$ cat src/rtl/song_sequencer.sv
// song_sequencer: steps through a song stored in a synchronous ROM.
// One {note, duration} word is prefetched ahead of the current note, so the
// note timer can reload the next duration when the current note expires.
// A ROM word of all zeros marks the end of a song. A song that fills all
// 32 entries ends with an end marker that is generated internally.
module song_sequencer #(
  parameter int NOTE_W = 6,
  parameter int DUR_W  = 9,
  parameter int SONG_W = 2,
  parameter int IDX_W  = 5
) (
  input  logic                     clk,
  input  logic                     reset,
  input  logic                     play,
  input  logic                     restart,
  input  logic [SONG_W-1:0]        song_sel,
  input  logic                     note_done,
  output logic [SONG_W+IDX_W-1:0]  rom_addr,
  input  logic [NOTE_W+DUR_W-1:0]  rom_data,
  output logic [DUR_W-1:0]         load_value,
  output logic [NOTE_W-1:0]        note,
  output logic                     new_note,
  output logic                     song_done
);

  typedef enum logic [2:0] {
    ST_IDLE  = 3'd0,
    ST_FETCH = 3'd1,
    ST_LATCH = 3'd2,
    ST_READY = 3'd3,
    ST_DONE  = 3'd4
  } state_t;

  localparam logic [IDX_W-1:0]  IDX_ZERO  = {IDX_W{1'b0}};
  localparam logic [IDX_W-1:0]  IDX_ONE   = {{(IDX_W-1){1'b0}}, 1'b1};
  localparam logic [NOTE_W-1:0] NOTE_ZERO = {NOTE_W{1'b0}};
  localparam logic [DUR_W-1:0]  DUR_ZERO  = {DUR_W{1'b0}};

  state_t                    state_r, state_s;
  logic [SONG_W-1:0]         song_q_r, song_q_s;
  logic [IDX_W-1:0]          idx_r, idx_s;
  logic [SONG_W+IDX_W-1:0]   rom_addr_r, rom_addr_s;
  logic [NOTE_W-1:0]         pre_note_r, pre_note_s;
  logic [DUR_W-1:0]          pre_dur_r, pre_dur_s;
  logic                      pre_valid_r, pre_valid_s;
  logic [NOTE_W-1:0]         note_r, note_s;
  logic [DUR_W-1:0]          load_value_r, load_value_s;
  logic                      new_note_r, new_note_s;
  logic                      song_done_r, song_done_s;
  logic                      restart_s;
  logic                      pre_end_s;

  // Next-state and next-output logic; a restart or song change overrides everything else.
  always_comb begin
    state_s     = state_r;
    song_q_s    = song_q_r;
    idx_s       = idx_r;
    rom_addr_s  = rom_addr_r;
    pre_note_s  = pre_note_r;
    pre_dur_s   = pre_dur_r;
    pre_valid_s = pre_valid_r;
    note_s      = note_r;
    new_note_s  = 1'b0;
    song_done_s = 1'b0;
    restart_s   = restart | (song_sel != song_q_r);
    pre_end_s   = (pre_note_r == NOTE_ZERO) && (pre_dur_r == DUR_ZERO);

    if (restart_s) begin
      song_q_s    = song_sel;
      idx_s       = IDX_ZERO;
      rom_addr_s  = {song_sel, IDX_ZERO};
      pre_valid_s = 1'b0;
      note_s      = NOTE_ZERO;
      if (play) begin
        state_s = ST_FETCH;
      end else begin
        state_s = ST_IDLE;
      end
    end else begin
      case (state_r)
        ST_IDLE: begin
          if (play) begin
            rom_addr_s = {song_q_r, idx_r};
            state_s    = ST_FETCH;
          end else begin
            state_s = ST_IDLE;
          end
        end
        ST_FETCH: begin
          // The ROM is sampling rom_addr on this edge; its word arrives next cycle.
          state_s = ST_LATCH;
        end
        ST_LATCH: begin
          pre_note_s  = rom_data[NOTE_W+DUR_W-1:DUR_W];
          pre_dur_s   = rom_data[DUR_W-1:0];
          pre_valid_s = 1'b1;
          idx_s       = idx_r + IDX_ONE;
          state_s     = ST_READY;
        end
        ST_READY: begin
          if (play && note_done) begin
            pre_valid_s = 1'b0;
            if (pre_end_s) begin
              note_s      = NOTE_ZERO;
              song_done_s = 1'b1;
              state_s     = ST_DONE;
            end else begin
              note_s     = pre_note_r;
              new_note_s = 1'b1;
              if (idx_r == IDX_ZERO) begin
                // All entries already fetched: queue an end marker without a ROM access.
                pre_note_s  = NOTE_ZERO;
                pre_dur_s   = DUR_ZERO;
                pre_valid_s = 1'b1;
                state_s     = ST_READY;
              end else begin
                rom_addr_s = {song_q_r, idx_r};
                state_s    = ST_FETCH;
              end
            end
          end else begin
            state_s = ST_READY;
          end
        end
        ST_DONE: begin
          state_s = ST_DONE;
        end
        default: begin
          state_s = ST_IDLE;
        end
      endcase
    end

    if (pre_valid_s) begin
      load_value_s = pre_dur_s;
    end else begin
      load_value_s = DUR_ZERO;
    end
  end

  // State and output registers with synchronous reset.
  always_ff @(posedge clk) begin
    if (reset) begin
      state_r      <= ST_IDLE;
      song_q_r     <= song_sel;
      idx_r        <= IDX_ZERO;
      rom_addr_r   <= {SONG_W+IDX_W{1'b0}};
      pre_note_r   <= NOTE_ZERO;
      pre_dur_r    <= DUR_ZERO;
      pre_valid_r  <= 1'b0;
      note_r       <= NOTE_ZERO;
      load_value_r <= DUR_ZERO;
      new_note_r   <= 1'b0;
      song_done_r  <= 1'b0;
    end else begin
      state_r      <= state_s;
      song_q_r     <= song_q_s;
      idx_r        <= idx_s;
      rom_addr_r   <= rom_addr_s;
      pre_note_r   <= pre_note_s;
      pre_dur_r    <= pre_dur_s;
      pre_valid_r  <= pre_valid_s;
      note_r       <= note_s;
      load_value_r <= load_value_s;
      new_note_r   <= new_note_s;
      song_done_r  <= song_done_s;
    end
  end

  assign rom_addr   = rom_addr_r;
  assign load_value = load_value_r;
  assign note       = note_r;
  assign new_note   = new_note_r;
  assign song_done  = song_done_r;

endmodule

$ cat config.mk
export PLATFORM = sky130hd
export DESIGN_NAME = song_sequencer
export DESIGN_NICKNAME = d
export VERILOG_FILES = /design/src/rtl/song_sequencer.sv
export SDC_FILE = /design/constraint.sdc
export NUM_CORES = 1
export LEC_CHECK = 0
export ABC_CLOCK_PERIOD_IN_PS = 2500
export CAP_MARGIN = 20
export CELL_PAD_IN_SITES_DETAIL_PLACEMENT = 1
export CELL_PAD_IN_SITES_GLOBAL_PLACEMENT = 2
export CORE_ASPECT_RATIO = 0.5
export CORE_MARGIN = 3
export CORE_UTILIZATION = 29
export CTS_BUF_LIST = sky130_fd_sc_hd__clkbuf_16
export DETAILED_ROUTE_END_ITERATION = 8
export GPL_ROUTABILITY_DRIVEN = 0
export PLACE_DENSITY = 0.74
export SLEW_MARGIN = 20
export SYNTH_ARGS = -nofsm -noshare
export SYNTH_HDL_FRONTEND = slang
export SYNTH_SLANG_ARGS = --single-unit
export TNS_END_PERCENT = 10
$ cat constraint.sdc
create_clock -name clk -period 2.5 [get_ports clk]
set_clock_uncertainty 0.1 [all_clocks]
set_input_delay 0.25 -clock clk [delete_from_list [all_inputs] [get_ports clk]]
set_output_delay 0.25 -clock clk [all_outputs]
set_load 0.02 [all_outputs]
==> results of run 1 <==
==> report_power, final <==
group	switching [uW]	internal (uW)	total, uW
clock	281	362	643
sequential	5.01	808	813
combinational	39.9	51.3	91.2
==> flip-flops by register name, indices dropped and copies added (netlist names) <==
name         count
load_value       9
idx_r            5
pre_note_r       6
state_r          3
note             6
song_done        1
new_note         1
pre_dur_r        9
song_q_r         2
pre_valid_r      1
rom_addr         7
==> synth_stat cells <==
library cell  instances
nand2b_1              5
edfxtp_1              2
clkbuf_1              7
nor4_1                6
mux2i_1               8
inv_1                 4
a221oi_1              1
or3_4                 1
dfxtp_1              48
nand2_1              10
or2_1                 1
or4b_1                1
or3_1                 1
nor4b_1               1
a21oi_1               9
buf_2                 3
and2b_1               1
a22oi_1              15
nor3_1                2
nand4_1               4
xor2_1                5
o211ai_1              1
and3b_1               1
o21ai_0               8
o2111ai_2             1
nor2b_1               1
ha_1                  2
nor2_1               41
o22ai_1               1
nor3_2                1
xnor2_1               1
o21ai_1               1
nand3_1               1
==> cell families after synthesis <==
kind of cell	share of synthesized area
AOI/OAI and AO/OA	0.130
xor gates and xnor gates	0.0284
adders and majority gates	0.0135
buffers and inverters	0.0304
DFF	0.552
muxes	0.0433
and+or+nand+nor	0.203
==> path summary, 6_finish.rpt <==
check,slack (ps),to,cells after the start
max,360,load_value[8]$_SDFF_PP0_,7
min,370,note[1]$_SDFFE_PP0P_,2
max reg2reg,360,load_value[8]$_SDFF_PP0_,7
min reg2reg,370,note[1]$_SDFFE_PP0P_,2
==> worst max-delay path, delay by kind of cell, from the launching register on <==
| family | cells | cell delay (ps) |
|---|---|---|
| AND/OR/NAND/NOR | 4 | 1290 |
| flip-flops | 1 | 360 |
| buffers and inverters | 1 | 80 |
| adder cells (fa/ha/maj) | 1 | 160 |
| AO/OA/AOI/OAI | 1 | 70 |
==> final cells by class <==
cell class,count,area [um2]
fill,673,3250
sequential,50,1020
multi-input combinational,131,773
timing repair buffer,54,518
clock buffer,5,125
tap,84,105
inverter,4,15.0
clock inverter,3,12.5
==> cell usage in the layout, fill, tap and decap left out, types with 2 or more instances in the layout <==
cell type / count
xor2_1: 5
ha_1: 2
nand4_1: 4
nand2b_1: 5
a21oi_1: 9
nor2_1: 41
inv_1: 5
edfxtp_1: 2
mux2i_1: 8
a22oi_1: 15
buf_4: 9
clkbuf_16: 5
nor4_1: 6
nor3_1: 2
clkdlybuf4s50_1: 45
dfxtp_1: 48
nand2_1: 10
o21ai_0: 8
==> routing by layer <==
| layer | vias up | share of wire |
|---|---|---|
| met4 | 0 | 0.0077 |
| met3 | 2 | 0.038 |
| met2 | 22 | 0.46 |
| met1 | 736 | 0.50 |
| li1 | 780 | - |
| met5 | - | 0 |
==> through the flow <==
stage | utilization | total power [uW] | cells | worst slack (ps)
after floorplan | - | 868 | 195 | 588
after CTS | 0.441 | 1570 | 331 | 330
after detailed placement | 0.418 | 924 | 323 | 58.6
after global routing | 0.441 | 1610 | 331 | 208
final | 0.441 | 1550 | 331 | 365
after global placement | 0.418 | 923 | 323 | 168
==> metrics.md, run 1 <==
| Metric | Value |
|---|---|
| Run status | finished clean |
| Die ar. | 0.00743 mm2 |
| CORE AREA | 0.00582 mm2 |
| CTS tree | done |
| GRT Total Usage | 0.130 |
| Worst vdd ir | 0.271 mV |
| Final min period | ~2100 ps |
| Grt met1 use | 0.163 |
| Cell variety after synth | 33 |
| I/O pin count | 46 |
| Leak | 0.000912 uW |
| FP Rows | 19 |
| Grt total ovfl | 0 |
| Max-cap violation count | 0 |
| Syn_nets | 219 |
| CP Max Fanout | 10 |
| Launch point of the worst reg-to-reg path | idx_r[0]$_SDFFE_PP0N_ |
| Slew Limit Fails | 0 |
| Largest area contributor in the netlist | dfxtp_1 |
| Most frequent CP cell | nor2_1 |
| Layout cells sized above 1 | 0.0729 |
| Die W | 119 um |
| Synth area leaders | dfxtp_1, nor2_1, a22oi_1 |
| Setup TNS Final | 0 ps |
| Vias in the first global route | 1661 |
| Mapped Area | 0.00185 mm2 |
| Slew @ Worst Pin | 424 ps |
| CTS Buffer Depth | 2 |
| CP Cell Sequence | inv_1 > ha_1 > or4b_1 > nor2_1 > a221oi_1 > or3_1 > nor2_1 |
| Vias | 1540 |
| HPWL after detailed placement | 3.29 mm |
| WL per Instance | around 14 um |
| Sequential share of the synthesized area | 0.552 |
| Clk sinks | 50 |
| WHS | 374 ps |
| Post-place instance area | 0.00243 mm2 |
| # DRC | 0 |
| Detailed Route Iter0 Violations | 49 |
| Area growth syn-to-layout | 38.9% |
| Post-CTS setup buffers | 0 |
| Detailed Route WL | approximately 4.6 mm |
| First-pass GRT wire length | 7.94 mm |
| Initial antenna violation count | 0 |
| Hold WC Path Type | flip-flop to flip-flop |
| CTS buffer count | 5 |
| Worst-path clk slew | 70 ps |
| Met2 Usage GRT | 0.217 |
| Pwr/cell area | 602 mW/mm2 |
| Largest net degree at the start of global routing | 23 |
| Startpoint types | flip-flop |
| #FFs+latches synth | 50 |
| Slowest stage delay, CP | 520 ps |
| Post-cts sizing count | 0 |
| Drt pass-1 iters | 4 |
| Final instance area | 0.00257 mm2 |
| Top-area cell type share of the netlist area | 0.519 |
| Max-slew headroom | 0.713 |
| Clock latency on the worst-skew pair | 280 ps |
| Period utilization | 0.854 |
| Synth warn | 0 |
| Hold Crit Start | pre_note_r[1]$_SDFFE_PP0P_ |
| Setup CP Type | flip-flop to flip-flop |
| RSZ-0062 raised after global routing | false |
| Initial Util | 0.318 |
| Worst setup path startpoint | idx_r[0]$_SDFFE_PP0N_ |
| Synth Area per Inst | 9.49 um2 |
| Worst Setup End Kind | flip-flop |
| Vias per cell | about 4.7 |
| # setup viols final | 0 |
| CP arrival | about 2300 ps |
| Die height | between 60 and 70 um |
| Post-Syn Instances | 195 |
| # diodes | 0 |
| Root buffer cell | clkbuf_16 |
| PortBufs | 45 |
| Met3 usage | 0.0371 |
| H-tree depth | 2 |
| Fmax achieved | between 400 and 500 MHz |
| Hold_buf cts | 0 |
| Fin. Hold Viols | 0 |
| Nets | 270 |
| DRT antenna net count | 0 |
| CP max-delay cell | or3_1 |
| Worst Path Required | ~2600 ps |
| Most used routing layer | met2 |
(Power assumes the default switching activity.)
==> run 2: changes to the inputs <==
Settings changed: CORE_ASPECT_RATIO 0.5 to 0.7.
==> run 2 against run 1 <==
Flip-flop and latch count unchanged; largest cell class unchanged; combinational power increased by 2%; sequential power barely moved; critical path depth increased by 1; maximum frequency fell by 1.3%; register-to-register slack got worse by 30 ps; first-iteration DRC count grew 45%; worst setup slack worse by 28 ps.
==> metrics.md, run 2 (same netlist as run 1, synthesis figures left out) <==
| Metric | Value |
|---|---|
| Leak | 0.000907 uW |
| Max-slew headroom | 0.712 |
| Worst Path Required | 2570 ps |
| Detailed Route Iter0 Violations | 71 |
| GRT Total Usage | 0.136 |
| # diodes | 0 |
| Grt total ovfl | 0 |
| Hold depth | 2 |
| Worst vdd ir | 0.354 mV |
| RSZ-0062 raised after global routing | false |
| Dpl ws | approximately 120 ps |
| Hold_buf cts | 0 |
| CP delay by family, top | compound AO/OA/AOI/OAI gates |
| First-pass GRT wire length | slightly below 8 mm |
| CORE AREA | 0.00596 mm2 |
| Pwr/cell area | 610 mW/mm2 |
| Period utilization | 0.866 |
| CP Cell Sequence | inv_1 > ha_1 > or4b_1 > o21ai_1 > o211ai_1 > buf_4 > a22oi_1 > nor2_1 |
| Most common cell after layout, fill and taps aside | dfxtp_1 |
| Clk sinks | 50 |
| Slowest stage delay, CP | 480 ps |
| Worst R2R Setup Slack | 340 ps |
| Final instance area | 0.00255 mm2 |
| # setup viols final | 0 |
| CP arrival | 2230 ps |
| Startpoint types | flip-flop |
| Layout cells sized above 1 | 0.0732 |
| CTS buffer count | 5 |
| H-tree depth | 2 |
| CTS tree | done |
| Post-place instance area | 0.00241 mm2 |
| Setup CP Type | flip-flop to flip-flop |
| CTS Buffer Depth | 2 |
| I/O pin count | between 40 and 50 |
| Hold Crit Start | pre_note_r[2]$_SDFFE_PP0P_ |
| Worst Setup End Kind | flip-flop |
| Vias in the first global route | 1583 |
| Worst path buffer plus inverter count | 2 |
| Post-CTS setup buffers | 0 |
| Vias per cell | 4.79 |
| Die ar. | ~0.0074 mm2 |
| Die height | between 70 and 80 um |
| Most frequent cells in the layout | dfxtp_1, clkdlybuf4s50_1, nor2_1 |
| CP Max Fanout | 11 |
| Initial Util | 0.311 |
| Reg2reg end | load_value[0]$_SDFF_PP0_ |
| FP Rows | 23 |
| Worst R2R Path Depth | 8 |
| Largest net degree at the start of global routing | 23 |
| HPWL after detailed placement | 3.39 mm |
| Final Util | 0.429 |
| Slew Limit Fails | 0 |
| DRT antenna net count | 0 |
| Setup TNS Final | 0 ps |
| Area growth syn-to-layout | 38.0% |
| Slew @ Worst Pin | 426 ps |
| Die W | 101 um |
| Drt pass-1 iters | 4 |
| Root buffer cell | clkbuf_16 |
| PortBufs | 45 |
| Fin. Hold Viols | 0 |
| Final min period | 2160 ps |
| Launch point of the worst reg-to-reg path | idx_r[0]$_SDFFE_PP0N_ |
| Final worst setup slack | 336 ps |
| Initial antenna violation count | 0 |
| Worst Hold Path EP | note[2]$_SDFFE_PP0P_ |
| Nets | 269 |
| CP max-delay cell | or4b_1 |
| WL per Instance | 14.6 um |
| Worst-path clk slew | 70 ps |
| Hold WC Path Type | flip-flop to flip-flop |
| Vias | 1538 |
| Post-cts sizing count | 0 |
| Run status | finished clean |
| Fmax achieved | roughly 460 MHz |
| Clock latency on the worst-skew pair | roughly 280 ps |
| Max-cap violation count | 0 |
| Detailed Route WL | roughly 4.7 mm |
| # DRC | 0 |
[run 2: cell count changes in the layout (fill, tap and decap cells not counted), sizes merged]
cell / previous run / this run
buf: 9 / 8
[run 2: per-layer routing]
layer | vias to the layer above | GRT usage | routed length [um]
li1 | 775 | - | -
met1 | 726 | 0.204 | 2560
met2 | 32 | 0.191 | 1850
met3 | 5 | 0.0353 | 228
met4 | 0 | 0.0398 | 46
met5 | - | 0 | 0
[run 2: stage by stage]
| stage | std cells | hold WS, ps | total power [uW] |
|---|---|---|---|
| floorplan | 195 | 249 | 868 |
| global placement | 313 | 367 | 924 |
| detailed placement | 313 | 365 | 924 |
| CTS | 321 | 386 | 1580 |
| global route | 321 | 398 | 1620 |
| finish | 321 | 382 | 1560 |
[run 2: report_power, final]
group | switching (uW) | leakage (uW) | internal [uW]
combinational | 41.7 | 0.000427 | 51.2
sequential | 5.45 | 0.000408 | 808
clock | 285 | 0.0000716 | 366
[run 2: worst max path at each step]
stage	startpoint	to	slack [ps]	depth (start not counted)
final	idx_r[0]$_SDFFE_PP0N_	load_value[0]$_SDFF_PP0_	340	8
after detailed placement	song_sel[1]	load_value[8]$_SDFF_PP0_	120	6
after global routing	idx_r[0]$_SDFFE_PP0N_	load_value[0]$_SDFF_PP0_	180	8
after CTS	idx_r[0]$_SDFFE_PP0N_	load_value[0]$_SDFF_PP0_	320	8
after floorplan	idx_r[0]$_SDFFE_PP0N_	load_value[1]$_SDFF_PP0_	590	8
after global placement	song_sel[1]	load_value[7]$_SDFF_PP0_	160	6
[run 2: tightest hold or removal path, cell delays in order (launching register included)]
cell and delay (ps):
dfxtp_1 330, nand2_1 60, a21oi_1 50
[run 2: area by class of cell]
class / instances / area [um2]
sequential: 50 / 1020
tap: 75 / 93.8
inverter: 4 / 15.0
multi-input combinational: 131 / 773
clock buffer: 5 / 125
fill: 689 / 3400
clock inverter: 3 / 15.0
timing repair buffer: 53 / 510
==> run 3: changes to the inputs <==
Settings changed: ABC_CLOCK_PERIOD_IN_PS 2500 to unset.
==> results of run 3 <==
No change in the layout: final DEF, timing and power equal those of run 2.
